--- src/rtl/fetch_sequencer.sv ---
// Instruction fetch sequencer: requests a word from instruction memory, holds it
// for decode, then computes the next PC from the retiring instruction's controls.
module fetch_sequencer #(
  parameter logic [31:0] RESET_PC = 32'h0000_0000,
  parameter int          MAX_WAIT = 15
) (
  input  logic        clock,
  input  logic        start,
  output logic        mem_req,
  output logic [31:0] mem_addr,
  input  logic        mem_ack,
  input  logic [31:0] mem_rdata,
  output logic        inst_valid,
  input  logic        inst_ready,
  output logic [31:0] inst,
  output logic [31:0] inst_pc,
  input  logic        branch,
  input  logic        zero,
  input  logic        jump,
  output logic        fetch_err,
  output logic [15:0] fetch_count
);

  typedef enum logic [1:0] {IDLE, REQ, HOLD, ERR} state_t;

  localparam logic [7:0] WAIT_LAST = 8'(MAX_WAIT - 1);

  state_t      r_state, w_next;
  logic        r_armed;
  logic [31:0] r_pc, r_inst, r_inst_pc;
  logic [7:0]  r_wait;
  logic [15:0] r_count;

  logic        w_hs;
  logic [31:0] w_seq, w_brt, w_jmp, w_npc;

  assign w_hs  = (r_state == HOLD) && inst_ready;
  assign w_seq = r_inst_pc + 32'd4;
  assign w_brt = w_seq + {{16{r_inst[15]}}, r_inst[15:0]};
  assign w_jmp = {r_inst_pc[31:26], r_inst[25:0]};

  always_comb begin
    w_npc = w_seq;
    if (jump)               w_npc = w_jmp;
    else if (branch && zero) w_npc = w_brt;
  end

  always_comb begin
    w_next = r_state;
    case (r_state)
      // r_armed gives IDLE one full clock after reset release
      IDLE: if (r_armed) w_next = REQ;
      REQ: begin
        if (mem_ack)                  w_next = HOLD;
        else if (r_wait == WAIT_LAST) w_next = ERR;
      end
      HOLD: if (w_hs) w_next = REQ;
      ERR:  w_next = ERR;
      default: w_next = IDLE;
    endcase
  end

  always_ff @(posedge clock or negedge start) begin
    if (!start) begin
      r_state   <= IDLE;
      r_armed   <= 1'b0;
      r_pc      <= RESET_PC;
      r_inst    <= 32'd0;
      r_inst_pc <= 32'd0;
      r_wait    <= 8'd0;
      r_count   <= 16'd0;
    end else begin
      r_state <= w_next;
      case (r_state)
        IDLE: r_armed <= 1'b1;
        REQ: begin
          if (mem_ack) begin
            r_inst    <= mem_rdata;
            r_inst_pc <= r_pc;
          end else begin
            r_wait <= r_wait + 8'd1;
          end
        end
        HOLD: begin
          if (w_hs) begin
            r_pc    <= w_npc;
            r_count <= r_count + 16'd1;
            r_wait  <= 8'd0;
          end
        end
        default: ;
      endcase
    end
  end

  assign mem_req     = (r_state == REQ);
  assign mem_addr    = r_pc;
  assign inst_valid  = (r_state == HOLD);
  assign inst        = r_inst;
  assign inst_pc     = r_inst_pc;
  assign fetch_err   = (r_state == ERR);
  assign fetch_count = r_count;

endmodule

--- config.mk ---
export PLATFORM = sky130hd
export DESIGN_NAME = fetch_sequencer
export DESIGN_NICKNAME = d
export VERILOG_FILES = /design/src/rtl/fetch_sequencer.sv
export SDC_FILE = /design/constraint.sdc
export NUM_CORES = 1
export LEC_CHECK = 0
export ABC_AREA = 1
export CAP_MARGIN = 10
export CELL_PAD_IN_SITES_DETAIL_PLACEMENT = 1
export CELL_PAD_IN_SITES_GLOBAL_PLACEMENT = 2
export CORE_MARGIN = 10
export CORE_UTILIZATION = 31
export DETAILED_ROUTE_END_ITERATION = 12
export GPL_TIMING_DRIVEN = 0
export PLACE_DENSITY_LB_ADDON = 0.25
export SLEW_MARGIN = 20
export SYNTH_ARGS = -nofsm -noshare
export SYNTH_HDL_FRONTEND = slang
export SYNTH_SLANG_ARGS = --single-unit
--- constraint.sdc ---
create_clock -name clock -period 7.2 [get_ports clock]
set_input_delay 2.16 -clock clock [delete_from_list [all_inputs] [get_ports clock]]
set_output_delay 2.16 -clock clock [all_outputs]
set_load 0.05 [all_outputs]
After elaboration in Yosys (flattened, before gate mapping)
Cells that the tools add are included.

storage, ports and cells
  bits in registers = 123
  output and inout port bits = 115

operators by class
  multiplexer cells = 10
  equality and inequality tests = 8
  $add $sub $neg = 4
  reductions and logical operators = 8

operator list
  operator                                                count
  2-to-1 mux 32 bit                                       2
  adder 32 x 3 -> 32 bit (second input constant)          1
  adder 32 bit                                            1
  adder 16 x 1 -> 16 bit (second input constant)          1
  2-to-1 mux 8 bit                                        2
  one-hot mux 8 bit (2 select lines)                      1
  adder 8 x 1 -> 8 bit (second input constant)            1
  equality test 8 x 4 -> 1 bit (second input constant)    1
  2-to-1 mux 2 bit                                        4
  one-hot mux 2 bit (4 select lines)                      1
  AND reduction 3 bit                                     2
  equality test 2 bit (second input constant)             2
  inequality test 2 bit (second input constant)           2
  AND reduction 2 bit                                     2
  inequality test 3 x 1 -> 1 bit (second input constant)  1
  equality test 2 x 1 -> 1 bit (second input constant)    1
  logical AND 1 bit                                       2
  logical NOT 2 bit                                       1
  inequality test 2 x 1 -> 1 bit (second input constant)  1
  nonzero test 2 bit                                      1

Longest topological paths before layout
Gate-level depths: netlist of run 1.

  word-level depth = 4
  depth in mapped cells = 26
  mapped depth without buffers = 26

Least setup slack after synthesis of run 1
No wires, ideal clock.

  path type = input port to flip-flop
  from = input port branch
  to = register r_pc[6], in the netlist mem_addr[6]
  setup time = 87 ps
  slack = 3952 ps
  stages = 6
  arrival time = 3161 ps
  cells stage by stage = nand2_1 > inv_1 > clkbuf_1 > buf_1 > o211ai_1 > a22oi_1

on the way
  longest elaborated chain between the ends = 3

ends and longest elaborated chain
  what                  line  source
  start, declared       17    input logic branch,
  logical AND 1 bit     45    else if (branch && zero) w_npc = w_brt;
  2-to-1 mux 32 bit     45
  2-to-1 mux 32 bit     44    if (jump) w_npc = w_jmp;
  end signal, assigned  86    r_pc <= w_npc;
  end, declared         30    logic [31:0] r_pc, r_inst, r_inst_pc;

Every way passes these cells.
A chain may end at the register's enable or synchronous reset.

Worst setup path after layout of run 1
  from = input port zero
  to = register r_pc[27], in the netlist mem_addr[27]

on the way
  longest elaborated chain between the ends = 3

ends and longest elaborated chain
  what               line  source
  start, declared    18    input logic zero,
  logical AND 1 bit  45
  2-to-1 mux 32 bit  45
  2-to-1 mux 32 bit  44

Every way passes these cells.

==> results of run 1 <==
==> cell type report <==
type	count	area, um^2	area share
multi-input combinational	981	4800	0.422
sequential	123	3080	0.271
timing repair buffer	154	1560	0.138
inverter	200	751	0.0660
tap	378	473	0.0416
clock buffer	18	439	0.0386
clock inverter	13	144	0.0127
buffer	32	126	0.0111
==> sequential cells by signal, indices dropped and copies added (netlist names) <==
| signal | count |
|---|---|
| inst | 32 |
| inst_pc | 32 |
| mem_addr | 32 |
| fetch_count | 16 |
| r_wait | 8 |
| r_state | 2 |
| r_armed | 1 |
==> synthesized netlist by cell type, types with 11 or more instances <==
cell type	number
ha_1	43
o21ai_0	55
nand2_1	525
nand3_1	88
nor2_1	90
dfrtp_1	123
xor2_1	21
inv_1	198
a21oi_1	51
nand3b_1	11
xnor2_1	15
nor3_1	17
clkbuf_1	23
==> cell families (layout without fill, tap and decap cells) <==
group | Yosys count | in the layout | synth area share
AND/OR/NAND/NOR | 770 | 770 | 0.367
buffers and inverters | 232 | 417 | 0.100
AO/OA/AOI/OAI | 131 | 131 | 0.0818
flip-flops | 123 | 123 | 0.352
adder cells (fa/ha/maj) | 44 | 44 | 0.0638
XOR/XNOR | 36 | 36 | 0.0360
==> routing by layer <==
metal  up-vias  part of all wire  track usage
met5         -                 0            0
met4         0             0.011       0.0406
met3        24             0.057       0.0505
met2       165              0.48        0.343
met1      4342              0.46        0.256
li1       4510                 -            -
==> worst max-delay path, cell delays in order <==
cell and delay (ps):
clkdlybuf4s50_1 450, nand2_1 210, inv_1 160, clkbuf_1 530, buf_1 760, nand3_1 300, nand2_1 210, nand2_1 80
nand2_1 60
==> power by group through the flow <==
stage	Clock (mW)	Sequential, mW	Combinational (mW)
CTS	0.874	1.35	3.84
global placement	0	1.35	3.76
detailed placement	0	1.36	3.82
finish	0.865	1.35	3.82
global route	0.909	1.40	4.20
floorplan	0	2.13	1.66
==> worst min-delay path by stage <==
stage | end | start | cells past startpoint
after floorplan | r_armed$_DFFE_PN0N_ | r_armed$_DFFE_PN0N_ | 2
after global placement | r_armed$_DFFE_PN0N_ | r_armed$_DFFE_PN0N_ | 2
after detailed placement | fetch_count[15]$_DFFE_PN0P_ | fetch_count[15]$_DFFE_PN0P_ | 1
after CTS | fetch_count[15]$_DFFE_PN0P_ | fetch_count[15]$_DFFE_PN0P_ | 1
after global routing | fetch_count[15]$_DFFE_PN0P_ | fetch_count[15]$_DFFE_PN0P_ | 1
final | fetch_count[15]$_DFFE_PN0P_ | fetch_count[15]$_DFFE_PN0P_ | 1
==> metrics, run 1 <==
status=finished, final reports clean; largest net degree at the start of global routing=96; starting density of the core=0.314; most frequent cells in the layout=nand2_1, inv_1, clkdlybuf4s50_1; Final Core Density=0.408; Rel. slew slack=0.322; # setup viols final=0; period utilization=0.635; layout net count=between 1,500 and 2,000; sw power=around 3.3 mW; clock group share of total power=0.143; # Post-CTS Setup Buffers=0; vias in the first global route=between 9,000 and 10,000; Max clock buf depth=2; TritonCTS buffer count=17; Yosys cell types=41; vias per cell=between 4 and 5; ys flop type=dfrtp_1; # rows=~60; n_diodes=0; RSZ-0062 raised after global routing=false; maximum vdd drop=roughly 0.24 mV; reg2reg end=mem_addr[12]$_DFFE_PN0P_; clk_lat worst skew=approximately 420 ps; hold_buf cts=0; Critical Path RT=approximately 7600 ps; Antenna Violating Nets Remaining=0; Synth top area share=0.352; critical path type=input pin to flop; logic gate share of total power=0.633; I/O pin total=154; register share of total power=0.224; design area=0.0114 mm^2; PD cells=530 mW/mm^2; Final min period=about 4600 ps; Min-Delay Path Class=flop to flop; Final Hold Viols=0; first-pass GRT wire length=between 50,000 and 60,000 um; First-pass DRT Iterations=5; CP Launch Type=input pin; Reg-to-Reg Start=inst_pc[2]$_DFFE_PN0P_; Placeable Area=about 0.028 mm^2; EDFF count, synth=0; CTS root buffer=clkbuf_16; Synth area leaders=dfrtp_1, nand2_1, inv_1; drt wl/cell=between 15 and 20 um; #FFs+latches synth=~120; GP Congestion=slightly below 0.9; Worst setup EP type=flop; total gr overflow=0; most common cell after layout, fill and taps aside=nand2_1; post-synth top area cell=dfrtp_1; Worst Setup EP=mem_addr[27]$_DFFE_PN0P_; CTS sink count=approximately 120; GRT Total Usage=0.203; final max-slew violation count=0; # port buffers=~150; max_cap viols=0; DRC marker count from the first detailed-route iteration=between 400 and 500; Die X=~190 um; setup TNS=0 ps; slew of the pin with the lowest slew margin=between 1000 and 1500 ps; CP max FO=10; drt total wl=approximately 36,000 um; Pwr Total=between 6 and 7 mW; syn_nets=1,419; Via Count=~9,000; Die H=~190 um; Internal=approximately 2.7 mW; LEAKAGE=~6 nW; ratio of cells with drive above 1 in the final layout=0.0401; Synth Cell Area=approximately 0.0088 mm^2; Max Clock Skew=11.0 ps; Async SR Flop Fraction=1.00; area delta synth->final=29.9%; crit path from=zero; CTS tree=yes; Worst R2R Path Depth=15; dpl hpwl=about 29,000 um; DIE AREA=between 0.03 and 0.04 mm^2; syn_area_per_cell=approximately 6.6 um^2; Placed Instances=between 1,500 and 2,000; Net Sw Frac=0.554; Post-Place Worst Slack=2200 ps; fillers=around 3,600; final setup margin=between 2000 and 3000 ps; Synth Instances=roughly 1,300; sequential cell area fraction in the yosys report=0.352; Hold WS=about 470 ps; Remaining DRCs=0; number of synthesis warnings=0; Non-Filler Instances=1,899; initial antenna violation count=0; post-cts sizing count=0; R2R setup slack=3610 ps; Arr. time, crit path=4940 ps; H-tree depth=4; DP Area=approximately 0.011 mm^2; Clock Pin Slew Worst Setup and Hold Paths=60 ps; fmax=approximately 0.22 GHz
(Power assumes the default switching activity.)
==> run 2: changes to the inputs <==
Settings changed: CORE_UTILIZATION 31 to 26.
Clock period 7.2 ns to 3.8 ns, I/O delays scaled along.
==> run 2 against run 1 <==
Compared with the run above:
- first-iteration DRC count shrank 3.7%
- setup slack got worse by 2400 ps
- combinational power is 91% higher
- critical path depth is 8 lower
- clock skew rose by 3.6 ps
- final area increased by 2.0%
- via count rose by 0.17%
==> metrics, run 2 (same netlist as run 1, synthesis figures left out) <==
status=finished, final reports clean; metal2 WL=approximately 18,000 um; met3 routed WL=~1900 um; most common cell after layout, fill and taps aside=nand2_1; Rel. slew slack=0.291; CP Launch Type=flop; slew of the pin with the lowest slew margin=1060 ps; delay-heaviest family, CP=flip-flops; fmax=between 0.2 and 0.3 GHz; Top Metal Used=met4; Remaining DRCs=0; H-tree depth=4; vias per cell=roughly 4.6; DRC marker count from the first detailed-route iteration=around 410; CTS tree=yes; # port buffers=approximately 150; DIE AREA=about 0.041 mm^2; Max clock buf depth=2; Placeable Area=0.0334 mm^2; dpl hpwl=between 30,000 and 40,000 um; GP Congestion=between 0.8 and 0.9; critical path type=flop to output port; Max stage delay on crit path=approximately 1000 ps; first-pass GRT wire length=roughly 58,000 um; CTS root buffer=clkbuf_16; area delta synth->final=32.5%; ratio of cells with drive above 1 in the final layout=0.0480; fillers=4,248; CTS sink count=about 120; # rows=between 60 and 70; drt total wl=around 38,000 um; design area=about 0.012 mm^2; PD cells=roughly 1000 mW/mm^2; Via Count=just over 9,000; slowest cell on the critical path=dfrtp_1; drt wl/cell=around 19 um; LEAKAGE=between 5 and 6 nW; most frequent cells in the layout=nand2_1, inv_1, clkdlybuf4s50_1; Final min period=~3600 ps; layout net count=around 1,600; final max-slew violation count=0; initial antenna violation count=0; max_cap viols=0; n_diodes=0; largest net degree at the start of global routing=64; Die X=around 200 um; Critical Path RT=2660 ps; I/O pin total=between 150 and 200; First-pass DRT Iterations=5; TritonCTS buffer count=17; Multi-input gate area=between 0.004 and 0.005 mm^2; Final Core Density=0.348; Die H=about 200 um; Clock Pin Slew Worst Setup and Hold Paths=roughly 60 ps; starting density of the core=0.262; crit-path cells=clkdlybuf4s50_1; CP max FO=25; vias in the first global route=around 9,500; Min-Delay Path Class=flop to flop; sequential cell area=roughly 0.0031 mm^2; # setup viols final=0; Antenna Violating Nets Remaining=0; Worst setup EP type=output port; GRT Total Usage=0.183; Final Hold Viols=0; setup TNS=0 ps; Arr. time, crit path=around 2400 ps; RSZ-0062 raised after global routing=false; DP Area=between 0.01 and 0.015 mm^2; period utilization=0.942; total gr overflow=0; clk_lat worst skew=between 400 and 500 ps; Metal-1 WL=between 15,000 and 20,000 um; Max Clock Skew=14.7 ps; maximum vdd drop=0.419 mV; WP buf/inv=1
[run 2: cell types whose count changed in the layout (fill, tap and decap cells not counted), sizes merged]
cell,change
clkbuf,+5
inv,-2
bufinv,+3
clkinv,-6
clkinvlp,+1
[run 2: final timing paths]
path | to | cells past startpoint | start | slack [ps]
max reg2reg | mem_addr[23]$_DFFE_PN0P_ | 18 | inst_pc[12]$_DFFE_PN0P_ | 320
min in group asynchronous | r_wait[1]$_DFFE_PN0P_ | 1 | start | 650
min reg2reg | r_armed$_DFFE_PN0N_ | 2 | r_armed$_DFFE_PN0N_ | 470
max | inst[15] | 1 | inst[15]$_DFFE_PN0P_ | 220
min | r_armed$_DFFE_PN0N_ | 2 | r_armed$_DFFE_PN0N_ | 470
max in group asynchronous | inst_pc[30]$_DFFE_PN0P_ | 2 | start | 2450
[run 2: what timing repair did]
action / 4_1_cts / 5_1_grt
hold buffers: 0 / 0
resized for setup: 0 / 13
setup endpoints to repair: 0 / 11
setup buffers: 0 / 0
[run 2: area by class of cell]
class,instances,area share
timing repair buffer,154,0.135
clock inverter,9,0.0158
tap,448,0.0483
buffer,32,0.0109
clock buffer,23,0.0421
inverter,200,0.0647
multi-input combinational,981,0.418
sequential,123,0.266
[run 2: where the power goes]
part | switching, mW | total (mW) | internal [mW]
Combinational | 5.01 | 7.30 | 2.28
Sequential | 0.750 | 2.59 | 1.84
Clock | 0.636 | 1.87 | 1.24
Total | 6.40 | 11.8 | 5.37
[run 2: metal layers]
| layer | global-route usage | up-vias |
|---|---|---|
| met4 | 0.0373 | 0 |
| met1 | 0.233 | 4383 |
| met3 | 0.0462 | 20 |
| met5 | 0 | - |
| li1 | - | 4519 |
| met2 | 0.306 | 134 |
[run 2: per-stage QoR]
step	instances	power [mW]	setup slack, ps	hold WS [ps]
floorplan	1336	7.20	816	427
CTS	1970	11.8	117	476
global placement	1937	9.80	-3720	460
global route	1970	12.7	27.4	502
finish	1970	11.8	219	468
detailed placement	1938	9.88	-127	461
